## config.mk

```make
export PLATFORM = sky130hd
export DESIGN_NAME = seq_div_top
export DESIGN_NICKNAME = d
export VERILOG_FILES = /design/src/rtl/seq_div_top.sv
export SDC_FILE = /design/constraint.sdc
export NUM_CORES = 1
export LEC_CHECK = 0
export CAP_MARGIN = 10
export CELL_PAD_IN_SITES_DETAIL_PLACEMENT = 1
export CELL_PAD_IN_SITES_GLOBAL_PLACEMENT = 1
export CORE_AREA = 2 2 112 114
export CTS_CLUSTER_DIAMETER = 60
export DETAILED_ROUTE_END_ITERATION = 8
export DIE_AREA = 0 0 114 116
export PLACE_DENSITY = 0.83
export REMOVE_ABC_BUFFERS = 1
export SYNTH_ARGS = -nofsm -noshare
export SYNTH_HDL_FRONTEND = slang
export SYNTH_SLANG_ARGS = --single-unit
export TNS_END_PERCENT = 50
```

## constraint.sdc

```tcl
create_clock -name clk -period 7.2 [get_ports clk]
set_input_delay 0.72 -clock clk [delete_from_list [all_inputs] [get_ports clk]]
set_output_delay 0.72 -clock clk [all_outputs]
set_load 0.01 [all_outputs]
```

## src/rtl/seq_div_top.sv

```systemverilog
// Sequential radix-2 restoring divider: 2*WIDTH-bit dividend / WIDTH-bit divisor,
// one quotient bit per cycle, with divide-by-zero and quotient-overflow detection.
module seq_div_top #(
    parameter int unsigned WIDTH = 16
) (
    input  logic                 clk,
    input  logic                 rst,
    input  logic                 start,
    input  logic [2*WIDTH-1:0]   dividend,
    input  logic [WIDTH-1:0]     divisor,
    output logic                 busy,
    output logic                 done,
    output logic [WIDTH-1:0]     quotient,
    output logic [WIDTH-1:0]     remainder,
    output logic                 div_by_zero,
    output logic                 overflow
);

    localparam int unsigned CntW = (WIDTH > 1) ? $clog2(WIDTH) : 1;
    localparam logic [CntW-1:0] LastCnt = CntW'(WIDTH - 1);

    typedef enum logic [1:0] {StIdle, StCheck, StCalc, StDone} state_e;

    state_e           state_q, state_d;
    // Partial remainder is always below the divisor, so WIDTH bits hold it; the
    // extra bit only exists transiently in the shifted trial value.
    logic [WIDTH-1:0] rem_q, rem_d;
    logic [WIDTH-1:0] lo_q, lo_d;
    logic [WIDTH-1:0] dvs_q, dvs_d;
    logic [CntW-1:0]  cnt_q, cnt_d;
    logic [WIDTH-1:0] quot_q, quot_d;
    logic [WIDTH-1:0] rmd_q, rmd_d;
    logic             dbz_q, dbz_d;
    logic             ovf_q, ovf_d;

    logic [WIDTH:0]   trial;
    logic [WIDTH-1:0] diff;
    logic             qbit;

    always_ff @(posedge clk) begin
        if (rst) begin
            state_q <= StIdle;
            rem_q   <= '0;
            lo_q    <= '0;
            dvs_q   <= '0;
            cnt_q   <= '0;
            quot_q  <= '0;
            rmd_q   <= '0;
            dbz_q   <= 1'b0;
            ovf_q   <= 1'b0;
        end else begin
            state_q <= state_d;
            rem_q   <= rem_d;
            lo_q    <= lo_d;
            dvs_q   <= dvs_d;
            cnt_q   <= cnt_d;
            quot_q  <= quot_d;
            rmd_q   <= rmd_d;
            dbz_q   <= dbz_d;
            ovf_q   <= ovf_d;
        end
    end

    always_comb begin
        state_d = state_q;
        rem_d   = rem_q;
        lo_d    = lo_q;
        dvs_d   = dvs_q;
        cnt_d   = cnt_q;
        quot_d  = quot_q;
        rmd_d   = rmd_q;
        dbz_d   = dbz_q;
        ovf_d   = ovf_q;

        trial = {rem_q, lo_q[WIDTH-1]};
        qbit  = (trial >= {1'b0, dvs_q});
        // Only used when qbit is set, where the true difference fits WIDTH bits.
        diff  = trial[WIDTH-1:0] - dvs_q;

        unique case (state_q)
            StIdle: begin
                if (start) begin
                    rem_d   = dividend[2*WIDTH-1:WIDTH];
                    lo_d    = dividend[WIDTH-1:0];
                    dvs_d   = divisor;
                    cnt_d   = '0;
                    state_d = StCheck;
                end
            end
            StCheck: begin
                if (dvs_q == '0) begin
                    dbz_d   = 1'b1;
                    ovf_d   = 1'b0;
                    quot_d  = '1;
                    rmd_d   = lo_q;
                    state_d = StDone;
                end else if (rem_q >= dvs_q) begin
                    dbz_d   = 1'b0;
                    ovf_d   = 1'b1;
                    quot_d  = '1;
                    rmd_d   = '0;
                    state_d = StDone;
                end else begin
                    state_d = StCalc;
                end
            end
            StCalc: begin
                rem_d = qbit ? diff : trial[WIDTH-1:0];
                // Dividend bits shift out the top while quotient bits fill the bottom.
                lo_d  = {lo_q[WIDTH-2:0], qbit};
                cnt_d = cnt_q + CntW'(1);
                if (cnt_q == LastCnt) begin
                    quot_d  = lo_d;
                    rmd_d   = rem_d;
                    dbz_d   = 1'b0;
                    ovf_d   = 1'b0;
                    state_d = StDone;
                end
            end
            StDone: begin
                state_d = StIdle;
            end
            default: begin
                state_d = StIdle;
            end
        endcase
    end

    assign busy        = (state_q != StIdle);
    assign done        = (state_q == StDone);
    assign quotient    = quot_q;
    assign remainder   = rmd_q;
    assign div_by_zero = dbz_q;
    assign overflow    = ovf_q;

endmodule
```

Word level (Yosys, flattened, before mapping)
Cells that the tools add are included.
{"block": "classes", "reduce_logical": 9, "eq_ne": 7, "muxes": 27, "add_sub_neg": 2, "magnitude_cmp": 2}
{"operator": "$mux W16", "n": 9}
{"operator": "$pmux W16 S2", "n": 4}
{"operator": "$ge A17 B16 Y1", "n": 1}
{"operator": "$ge A16 B16 Y1", "n": 1}
{"operator": "$logic_not A16 Y1", "n": 1}
{"operator": "$sub A16 B16 Y16", "n": 1}
{"operator": "$pmux W2 S4", "n": 1}
{"operator": "$pmux W4 S2", "n": 1}
{"operator": "$mux W1", "n": 7}
{"operator": "$reduce_and A2 Y1", "n": 3}
{"operator": "$reduce_bool A2 Y1", "n": 3}
{"operator": "$add A4 B1 Y4 const B", "n": 1}
{"operator": "$eq A2 B2 Y1 const B", "n": 2}
{"operator": "$eq A4 B4 Y1 const B", "n": 1}
{"operator": "$mux W2", "n": 2}
{"operator": "$mux W4", "n": 1}
{"operator": "$ne A2 B2 Y1 const B", "n": 2}
{"operator": "$pmux W1 S2", "n": 2}
{"operator": "$ne A3 B3 Y1 const B", "n": 1}
{"operator": "$reduce_and A3 Y1", "n": 1}
{"operator": "$eq A2 B1 Y1 const B", "n": 1}
{"operator": "$logic_not A2 Y1", "n": 1}
{"block": "word_totals", "regBits": 88}

Longest topological paths before layout
Gate-level depths: netlist (run 1).
{"block": "logic_depth", "ltp_word": 4, "ltp_mapped": 12}

Worst setup path before layout (run 1)
Ideal clock, no wire load.
{"block": "synth_path", "path_kind": "register to register", "start": "reg dvs_q[8]", "end": "reg rem_q[8]", "path_slack_ps": 4669, "n_path_buf": 2, "setup_time_ps": 59, "stages_incl_launch_ff": 13, "t_required_ps": 7141, "period_less_slack_ps": 2531, "arrival_ps": 2471, "cell_sequence": "dfxtp_1 > inv_1 > ha_1 > buf_4 > nand4_1 > or4_1 > nand3_1 > a2111o_1 > nand3_2 > buf_6 > mux2i_1 > a2111oi_1 > a31o_1"}
{"block": "synth_between", "elab_chain_len": 3}
{"element": "start, declared", "line_no": "29", "text": "logic [WIDTH-1:0] dvs_q, dvs_d;"}
{"element": "start signal, assigned", "line_no": "55", "text": "dvs_q <= dvs_d;"}
{"element": "$sub A16 B16 Y16 / $ge A17 B16 Y1 (equally long branches)", "line_no": "78, 76"}
{"element": "$mux W16 *", "line_no": "108", "text": "rem_d = qbit ? diff : trial[WIDTH-1:0];"}
{"element": "$pmux W16 S2 *", "line_no": "80", "text": "unique case (state_q)"}
{"element": "end signal, assigned", "line_no": "53", "text": "rem_q <= rem_d;"}
{"element": "end, declared", "line_no": "27", "text": "logic [WIDTH-1:0] rem_q, rem_d;"}
Mark *: on every way between the ends. The rest lies on a longest branch, timed or not.
A chain may end at the register's enable or synchronous reset.

Worst setup path in the final report (run 1)
{"block": "layout_path", "start": "reg dvs_q[3]", "end": "reg rem_q[1]"}
{"block": "layout_between", "elab_chain_len": 3}
{"element": "$ge A17 B16 Y1", "line_no": "76", "text": "qbit = (trial >= {1'b0, dvs_q});"}
{"element": "$mux W16", "line_no": "108"}
{"element": "$pmux W16 S2", "line_no": "80"}
Every way passes these cells.

==> run_summary.xml, run 1 <==
<?xml version="1.0" encoding="UTF-8"?>
<metrics>
  <group name="placement">
    <metric name="portBuffers" unit="">86</metric>
    <metric name="hpwl" unit="mm">11.1</metric>
    <metric name="gp_routability_congestion" unit="">0.892</metric>
  </group>
  <group name="clock_tree">
    <metric name="cts_bufs_inserted" unit="">9</metric>
    <metric name="hold_buffers" unit="">0</metric>
    <metric name="cts_setup_buffers" unit="">0</metric>
    <metric name="postCtsResizedCells" unit="">0</metric>
    <metric name="cts_root_buffer" unit="">sky130_fd_sc_hd__clkbuf_16</metric>
    <metric name="ctsHtreeMaxLevel" unit="">3</metric>
    <metric name="clockBufferDepth" unit="">2</metric>
    <metric name="cts.clk_slew.worst_paths" unit="ns">0.06</metric>
    <metric name="insertion_delay" unit="ns">0.35</metric>
    <metric name="clock_sinks" unit="">88</metric>
    <metric name="clock_tree_from_tritoncts" unit="">done</metric>
  </group>
  <group name="floorplan">
    <metric name="start_util" unit="%">42.6</metric>
    <metric name="site_rows" unit="">40</metric>
    <metric name="fp.dieArea" unit="um^2">13200</metric>
    <metric name="die_h" unit="um">116</metric>
    <metric name="chipWidth" unit="um">114</metric>
    <metric name="placeableCoreArea" unit="um^2">11900</metric>
    <metric name="ios" unit="">87</metric>
  </group>
  <group name="critical_path">
    <metric name="crit_slowest_cell" unit="">sky130_fd_sc_hd__or4_1</metric>
    <metric name="path_cells" unit="">inv_1 -&gt; ha_1 -&gt; nand3_1 -&gt; or4_1 -&gt; nand3_1 -&gt; a2111o_1 -&gt; nand3_2 -&gt; mux2_2 -&gt; nor2_1 -&gt; o41ai_1</metric>
    <metric name="r2r-start" unit="">dvs_q[3]</metric>
    <metric name="worst-path-max-fanout" unit="">20</metric>
    <metric name="critPathKind" unit="">reg -&gt; reg</metric>
    <metric name="path_buf_inv" unit="">1</metric>
    <metric name="setup.worst_path.start" unit="">dvs_q[3]</metric>
    <metric name="critical_path_s_most_frequent_cell" unit="">sky130_fd_sc_hd__nand3_1</metric>
    <metric name="timing.critical_path.to_type" unit="">flip-flop</metric>
    <metric name="worstSetupStartpointType" unit="">flip-flop</metric>
    <metric name="timing.critical_path.max_delay_family" unit="">simple AND/OR/NAND/NOR gates</metric>
    <metric name="timing.critical_path.required" unit="ns">7.42</metric>
    <metric name="timing.critical_path.slowest_cell_delay" unit="ns">0.50</metric>
    <metric name="critPathArrivalTime" unit="ns">3.42</metric>
  </group>
  <group name="synthesis">
    <metric name="synthTopCellsByArea" unit="">sky130_fd_sc_hd__dfxtp_1 35%, sky130_fd_sc_hd__ha_1 9.1%, sky130_fd_sc_hd__nand2_1 5.6%</metric>
    <metric name="synth.ff_latch_count" unit="">88</metric>
    <metric name="post_synth_inst_count" unit="">629</metric>
    <metric name="syn_avg_cell_area" unit="um^2">8.07</metric>
    <metric name="synth_area" unit="um^2">5070</metric>
    <metric name="async_flop_share" unit="%">0</metric>
    <metric name="yosysWarningCount" unit="">0</metric>
    <metric name="dominant_register_cell_in_the_synthesized_netlist" unit="">sky130_fd_sc_hd__dfxtp_1</metric>
    <metric name="synthMostInstantiatedCell" unit="">sky130_fd_sc_hd__dfxtp_1</metric>
    <metric name="synth.top_cell.area_share" unit="%">34.7</metric>
    <metric name="yosys-top-cells-count" unit="">88 x sky130_fd_sc_hd__dfxtp_1, 76 x sky130_fd_sc_hd__nand2_1, 69 x sky130_fd_sc_hd__nor2_1</metric>
    <metric name="post_synth_num_cell_types" unit="">54</metric>
    <metric name="post_synth_edffs" unit="">0</metric>
    <metric name="ys_seq_area_share" unit="%">34.7</metric>
    <metric name="synthDominantAreaCellType" unit="">sky130_fd_sc_hd__dfxtp_1</metric>
  </group>
  <group name="route">
    <metric name="drt_pass1_iterations" unit="">4</metric>
    <metric name="drt_drc_violations_left" unit="">0</metric>
    <metric name="detailroute.via_count" unit="">4843</metric>
    <metric name="routed_wl_per_cell" unit="um">18.4</metric>
    <metric name="post_drt_via_cell_ratio" unit="">5.76</metric>
    <metric name="detail_route.wirelength" unit="mm">15.5</metric>
    <metric name="postRouteAntennaNets" unit="">0</metric>
    <metric name="drtIter0Drc" unit="">292</metric>
  </group>
  <group name="sta">
    <metric name="final_hold_viol_count" unit="">0</metric>
    <metric name="final.period_utilization" unit="%">44.4</metric>
    <metric name="timing.slew.headroom" unit="%">36.5</metric>
    <metric name="number_of_endpoints_failing_setup_at_the_final_stage" unit="">0</metric>
    <metric name="finalMaxSlewViolations" unit="">0</metric>
    <metric name="clock.fmax" unit="MHz">313</metric>
    <metric name="tightest_slew" unit="ns">0.951</metric>
    <metric name="fin_setup_tns" unit="ns">0</metric>
    <metric name="finalWorstPathRequiredPeriod" unit="ns">3.19</metric>
    <metric name="rsz_0062_raised_after_global_routing" unit="">no</metric>
    <metric name="post_route_skew" unit="ns">0.00855</metric>
  </group>
  <group name="worst_hold_path">
    <metric name="min_from" unit="">quotient[2]</metric>
    <metric name="hp-class" unit="">reg -&gt; reg</metric>
  </group>
  <group name="run_status">
    <metric name="outcome" unit="">finished, final reports clean</metric>
  </group>
  <group name="pwr">
    <metric name="p_leak" unit="uW">0.00237</metric>
    <metric name="ir_worst_vdd" unit="uV">231</metric>
    <metric name="total_power" unit="uW">3260</metric>
    <metric name="power_density" unit="nW/um^2">520</metric>
  </group>
  <group name="global_route">
    <metric name="grt_remaining_overflow" unit="">0</metric>
    <metric name="grt_first_pass_wirelength" unit="mm">25.3</metric>
    <metric name="antenna_found_initial" unit="">0</metric>
    <metric name="grt_max_degree" unit="">89</metric>
    <metric name="number_of_global_route_vias_before_repair" unit="">5036</metric>
    <metric name="grt.total_usage" unit="%">24.2</metric>
  </group>
  <group name="run">
    <metric name="drv.max_cap_violation_count" unit="">0</metric>
  </group>
  <group name="cells_and_area">
    <metric name="layout-area-overhead-vs-synth" unit="%">23.6</metric>
    <metric name="final_util" unit="%">52.6</metric>
    <metric name="antenna-diode-count" unit="">0</metric>
    <metric name="post_route_cells_drive_above_1_share" unit="%">5.33</metric>
    <metric name="layout.nets" unit="">778</metric>
  </group>
</metrics>
-- final timing paths --
| kind | to | slack, ns | depth (start not counted) |
|---|---|---|---|
| max | rem_q[1] | 4.01 | 10 |
| min | quotient[2] | 0.47 | 2 |
| max reg2reg | rem_q[1] | 4.01 | 10 |
| min reg2reg | quotient[2] | 0.47 | 2 |
-- metrics by stage --
| step | hold slack (ns) | cells | area, um^2 | setup WS (ns) |
|---|---|---|---|---|
| after floorplan | 0.443 | 586 | 4900 | 2.79 |
| after global placement | 0.454 | 825 | 5990 | 4.11 |
| after detailed placement | 0.460 | 825 | 5990 | 4.05 |
| after CTS | 0.472 | 841 | 6270 | 4.04 |
| after global routing | 0.488 | 841 | 6270 | 3.84 |
| final | 0.467 | 841 | 6270 | 4.01 |
-- area by class of cell --
class / instances / area, um^2
Tap cell: 147 / 184
Multi-Input combinational cell: 472 / 3050
Timing Repair Buffer: 92 / 901
Clock inverter: 4 / 30.0
Inverter: 26 / 97.6
Fill cell: 1452 / 5640
Clock buffer: 12 / 246
Sequential cell: 88 / 1760
-- sequential cells by signal, indices dropped and copies added, names as in the netlist --
| name | flops |
|---|---|
| dvs_q | 16 |
| lo_q | 16 |
| div_by_zero | 1 |
| quotient | 16 |
| state_q | 2 |
| cnt_q | 4 |
| remainder | 16 |
| rem_q | 16 |
| overflow | 1 |
-- routing by layer --
layer	track usage, %	vias up	part of all wire (%)
li1	-	2356	-
met4	8.70	0	1.9
met3	2.88	16	3.8
met5	0	-	0
met1	30.7	2379	45
met2	42.6	92	49
-- power by group --
part	switching (uW)	internal [uW]	leakage, uW
Clock	200	244	0.000133
Sequential	138	638	0.000724
Combinational	1200	842	0.00151
-- kinds of logic after synthesis --
| logic type | Yosys count | share of synthesized area (%) |
|---|---|---|
| xor+xnor | 13 | 2.24 |
| simple gates | 203 | 17.8 |
| compound gates | 186 | 23.8 |
| mux | 32 | 6.51 |
| fa+ha+maj | 38 | 9.52 |
| flops | 88 | 34.7 |
| buf+inv | 69 | 5.40 |
-- cells in the final DEF (no fill, tap or decap), types with 4 or more instances in the layout --
master / Yosys / layout
sky130_fd_sc_hd__nor4_1: 6 / 6
sky130_fd_sc_hd__inv_1: 26 / 26
sky130_fd_sc_hd__a21o_1: 8 / 8
sky130_fd_sc_hd__nand2b_1: 21 / 21
sky130_fd_sc_hd__o21ai_0: 39 / 39
sky130_fd_sc_hd__xor2_1: 6 / 6
sky130_fd_sc_hd__a211oi_1: 25 / 25
sky130_fd_sc_hd__a31oi_1: 6 / 6
sky130_fd_sc_hd__clkdlybuf4s50_1: 0 / 85
sky130_fd_sc_hd__o211ai_1: 5 / 5
sky130_fd_sc_hd__clkbuf_16: 0 / 9
sky130_fd_sc_hd__nand3_1: 9 / 9
sky130_fd_sc_hd__mux2_2: 8 / 8
sky130_fd_sc_hd__ha_1: 37 / 36
sky130_fd_sc_hd__nand2_1: 76 / 76
sky130_fd_sc_hd__nor3_1: 5 / 5
sky130_fd_sc_hd__a21oi_1: 56 / 55
sky130_fd_sc_hd__a221oi_1: 7 / 7
sky130_fd_sc_hd__buf_4: 1 / 6
sky130_fd_sc_hd__xnor2_1: 7 / 7
sky130_fd_sc_hd__a22oi_1: 8 / 8
sky130_fd_sc_hd__nand4_1: 4 / 4
sky130_fd_sc_hd__a311oi_1: 9 / 9
sky130_fd_sc_hd__dfxtp_1: 88 / 88
sky130_fd_sc_hd__mux2i_1: 24 / 24
sky130_fd_sc_hd__nor2_1: 69 / 69
-- worst min-delay path, delay by kind of cell (launching register included) --
kind | cells | cell delay [ns]
DFF | 1 | 0.31
and+or+nand+nor | 1 | 0.06
AOI/OAI and AO/OA | 1 | 0.05
Note: power is estimated with default switching activity, not from simulation.
==> inputs of run 2 (changes only) <==
--- a/config.mk
+++ b/config.mk
@@ -8,11 +8,11 @@
 export CAP_MARGIN = 10
 export CELL_PAD_IN_SITES_DETAIL_PLACEMENT = 1
 export CELL_PAD_IN_SITES_GLOBAL_PLACEMENT = 1
-export CORE_AREA = 2 2 112 114
+export CORE_AREA = 2 2 116 118
 export CTS_CLUSTER_DIAMETER = 60
 export DETAILED_ROUTE_END_ITERATION = 8
-export DIE_AREA = 0 0 114 116
-export PLACE_DENSITY = 0.83
+export DIE_AREA = 0 0 118 120
+export PLACE_DENSITY = 0.78
 export REMOVE_ABC_BUFFERS = 1
 export SYNTH_ARGS = -nofsm -noshare
 export SYNTH_HDL_FRONTEND = slang
==> constraint.sdc (replaced) <==
create_clock -name clk -period 3.26 [get_ports clk]
set_input_delay 0.326 -clock clk [delete_from_list [all_inputs] [get_ports clk]]
set_output_delay 0.326 -clock clk [all_outputs]
set_load 0.01 [all_outputs]
==> run 2 against run 1 <==
  * Global-route usage decreased by 1.1 points
  * Sequential power increased by 120%
  * Utilization decreased by 2.6 points
  * Via count increased by 0.78%
  * Final area increased by 3.6%
  * Fmax increased by 2.9%
  * Final cell count increased by 5.6%
  * Combinational power increased by 130%
  * Non-clock buffer count increased by 18
  * Die area increased by 7.1%
  * Largest cell class unchanged
  * Largest power group unchanged
==> run_summary.xml, run 2 (synthesis results as in run 1) <==
<?xml version="1.0" encoding="UTF-8"?>
<metrics>
  <group name="run_status">
    <metric name="outcome" unit="">finished, final reports clean</metric>
  </group>
  <group name="route">
    <metric name="drtIter0Drc" unit="">305</metric>
    <metric name="post_drt_via_cell_ratio" unit="">5.50</metric>
    <metric name="detailroute.via_count" unit="">4881</metric>
    <metric name="postRouteAntennaNets" unit="">0</metric>
    <metric name="drt_drc_violations_left" unit="">0</metric>
    <metric name="routed_wl_per_cell" unit="um">17.9</metric>
    <metric name="drt_pass1_iterations" unit="">4</metric>
    <metric name="detail_route.wirelength" unit="mm">15.9</metric>
  </group>
  <group name="cells_and_area">
    <metric name="n_fill_cell" unit="">1571</metric>
    <metric name="layout_common_cells" unit="">88 x sky130_fd_sc_hd__dfxtp_1, 85 x sky130_fd_sc_hd__clkdlybuf4s50_1, 76 x sky130_fd_sc_hd__nand2_1</metric>
    <metric name="layout-area-overhead-vs-synth" unit="%">28.0</metric>
    <metric name="layout.cells.most_common" unit="">sky130_fd_sc_hd__dfxtp_1</metric>
    <metric name="post_route_cells_drive_above_1_share" unit="%">8.15</metric>
    <metric name="antenna-diode-count" unit="">0</metric>
    <metric name="layout.nets" unit="">796</metric>
  </group>
  <group name="sta">
    <metric name="final_hold_viol_count" unit="">0</metric>
    <metric name="timing.slew.headroom" unit="%">44.6</metric>
    <metric name="final.period_utilization" unit="%">95.2</metric>
    <metric name="clock.fmax" unit="MHz">322</metric>
    <metric name="number_of_endpoints_failing_setup_at_the_final_stage" unit="">0</metric>
    <metric name="post_route_skew" unit="ns">0.00760</metric>
    <metric name="tightest_slew" unit="ns">0.828</metric>
    <metric name="finalMaxSlewViolations" unit="">0</metric>
    <metric name="fin_setup_tns" unit="ns">0</metric>
    <metric name="finalWorstPathRequiredPeriod" unit="ns">3.10</metric>
    <metric name="setup_ws" unit="ns">0.156</metric>
  </group>
  <group name="floorplan">
    <metric name="start_util" unit="%">39.1</metric>
    <metric name="die_h" unit="um">120</metric>
    <metric name="fp.dieArea" unit="um^2">14200</metric>
    <metric name="site_rows" unit="">42</metric>
    <metric name="ios" unit="">87</metric>
    <metric name="chipWidth" unit="um">118</metric>
    <metric name="placeableCoreArea" unit="um^2">13000</metric>
  </group>
  <group name="worst_hold_path">
    <metric name="hp-class" unit="">in -&gt; reg</metric>
  </group>
  <group name="clock_tree">
    <metric name="clock_sinks" unit="">88</metric>
    <metric name="hold_buffers" unit="">0</metric>
    <metric name="cts_bufs_inserted" unit="">9</metric>
    <metric name="insertion_delay" unit="ns">0.35</metric>
    <metric name="clockBufferDepth" unit="">2</metric>
    <metric name="ctsHtreeMaxLevel" unit="">3</metric>
    <metric name="cts_root_buffer" unit="">sky130_fd_sc_hd__clkbuf_16</metric>
    <metric name="cts.clk_slew.worst_paths" unit="ns">0.06</metric>
    <metric name="clock_tree_from_tritoncts" unit="">done</metric>
  </group>
  <group name="critical_path">
    <metric name="setup.worst_path.start" unit="">dvs_q[9]</metric>
    <metric name="critPathKind" unit="">reg -&gt; reg</metric>
    <metric name="timing.critical_path.required" unit="ns">3.50</metric>
    <metric name="worstSetupStartpointType" unit="">flip-flop</metric>
    <metric name="critical_path.endpoint" unit="">remainder[1]</metric>
    <metric name="critPathArrivalTime" unit="ns">3.35</metric>
    <metric name="reg2regPathDepth" unit="">11</metric>
    <metric name="worst-path-max-fanout" unit="">7</metric>
    <metric name="critical_path.reg2reg.endpoint" unit="">remainder[1]</metric>
    <metric name="setup_slack_of_the_most_critical_reg_to_reg_path" unit="ns">0.16</metric>
    <metric name="r2r-start" unit="">dvs_q[9]</metric>
    <metric name="timing.critical_path.to_type" unit="">flip-flop</metric>
  </group>
  <group name="pwr">
    <metric name="power_density" unit="nW/um^2">1160</metric>
    <metric name="p_leak" unit="uW">0.00248</metric>
    <metric name="ir_worst_vdd" unit="uV">620</metric>
  </group>
  <group name="placement">
    <metric name="hpwl" unit="mm">11.8</metric>
    <metric name="gp_routability_congestion" unit="">0.918</metric>
    <metric name="portBuffers" unit="">86</metric>
    <metric name="place_worst_setup_slack" unit="ns">0.122</metric>
  </group>
  <group name="global_route">
    <metric name="number_of_global_route_vias_before_repair" unit="">5075</metric>
    <metric name="grt.total_usage" unit="%">23.1</metric>
    <metric name="grt_max_degree" unit="">53</metric>
    <metric name="antenna_found_initial" unit="">0</metric>
    <metric name="grt_remaining_overflow" unit="">0</metric>
    <metric name="grt_first_pass_wirelength" unit="mm">26.0</metric>
  </group>
  <group name="run">
    <metric name="drv.max_cap_violation_count" unit="">0</metric>
  </group>
</metrics>
==> run 2: stage by stage <==
stage | util, % | hold slack [ns] | power, uW | area, um^2 | instances
after global placement | 47.5 | 0.453 | 6260 | 6160 | 872
after floorplan | - | 0.395 | 4770 | 4900 | 586
after global routing | 50.0 | 0.459 | 8180 | 6490 | 888
after detailed placement | 47.5 | 0.463 | 6390 | 6160 | 872
final | 50.0 | 0.418 | 7550 | 6490 | 888
after CTS | 49.9 | 0.409 | 7550 | 6480 | 888
==> run 2: worst max-delay path, stage by stage, from the launching register on <==
cell	delay [ns]
sky130_fd_sc_hd__dfxtp_1	0.36
sky130_fd_sc_hd__inv_1	0.08
sky130_fd_sc_hd__ha_1	0.37
sky130_fd_sc_hd__nand4_1	0.24
sky130_fd_sc_hd__or4_1	0.50
sky130_fd_sc_hd__nand3_1	0.19
sky130_fd_sc_hd__a2111o_1	0.21
sky130_fd_sc_hd__nand3_4	0.15
sky130_fd_sc_hd__buf_4	0.22
sky130_fd_sc_hd__mux2_2	0.27
sky130_fd_sc_hd__a22oi_1	0.07
sky130_fd_sc_hd__a211oi_1	0.33
==> run 2: worst min-delay path by stage <==
stage	slack, ns	cells past startpoint	to	start
2_1_floorplan	0.39	1	remainder[12]	rst
3_5_place_dp	0.46	2	quotient[2]	quotient[2]
4_1_cts	0.41	4	remainder[15]	rst
5_1_grt	0.46	4	remainder[15]	rst
6_report	0.42	4	remainder[14]	rst
3_3_place_gp	0.45	2	quotient[2]	quotient[2]
==> run 2: cell type report <==
cell class              count  area, um^2  area share (%)
clock buffers              12         267            4.10
well taps                 176         220            3.39
flip-flops and latches     88        1760            27.1
multi-input cells         472        3060            47.1
repair buffers            110        1040            16.0
inverters                  26        97.6            1.50
clock inverters             4        51.3           0.790
==> run 2: where the power goes <==
| group | leakage [uW] | switching [uW] | internal, uW |
|---|---|---|---|
| Clock | 0.000155 | 446 | 657 |
| Sequential | 0.000724 | 283 | 1410 |
| Combinational | 0.00160 | 2740 | 2020 |
==> run 2: per-layer routing <==
layer,track usage (%),up-vias,routed length [um]
li1,-,2402,-
met1,30.0,2347,7590
met2,38.6,107,7450
met3,3.14,25,499
met4,9.56,0,355
met5,0,-,0
==> run 2: timing repair <==
action,4_1_cts,5_1_grt
resized for setup,0,3
setup endpoints to repair,0,16
endpoints found under the hold margin,0,0
buffers inserted,0,0
==> inputs of run 3 (changes only) <==
--- a/config.mk
+++ b/config.mk
@@ -5,7 +5,6 @@
 export SDC_FILE = /design/constraint.sdc
 export NUM_CORES = 1
 export LEC_CHECK = 0
-export CAP_MARGIN = 10
 export CELL_PAD_IN_SITES_DETAIL_PLACEMENT = 1
 export CELL_PAD_IN_SITES_GLOBAL_PLACEMENT = 1
 export CORE_AREA = 2 2 116 118
==> results of run 3 <==
Same layout as run 2: the final DEF is identical, and so are final timing and power.
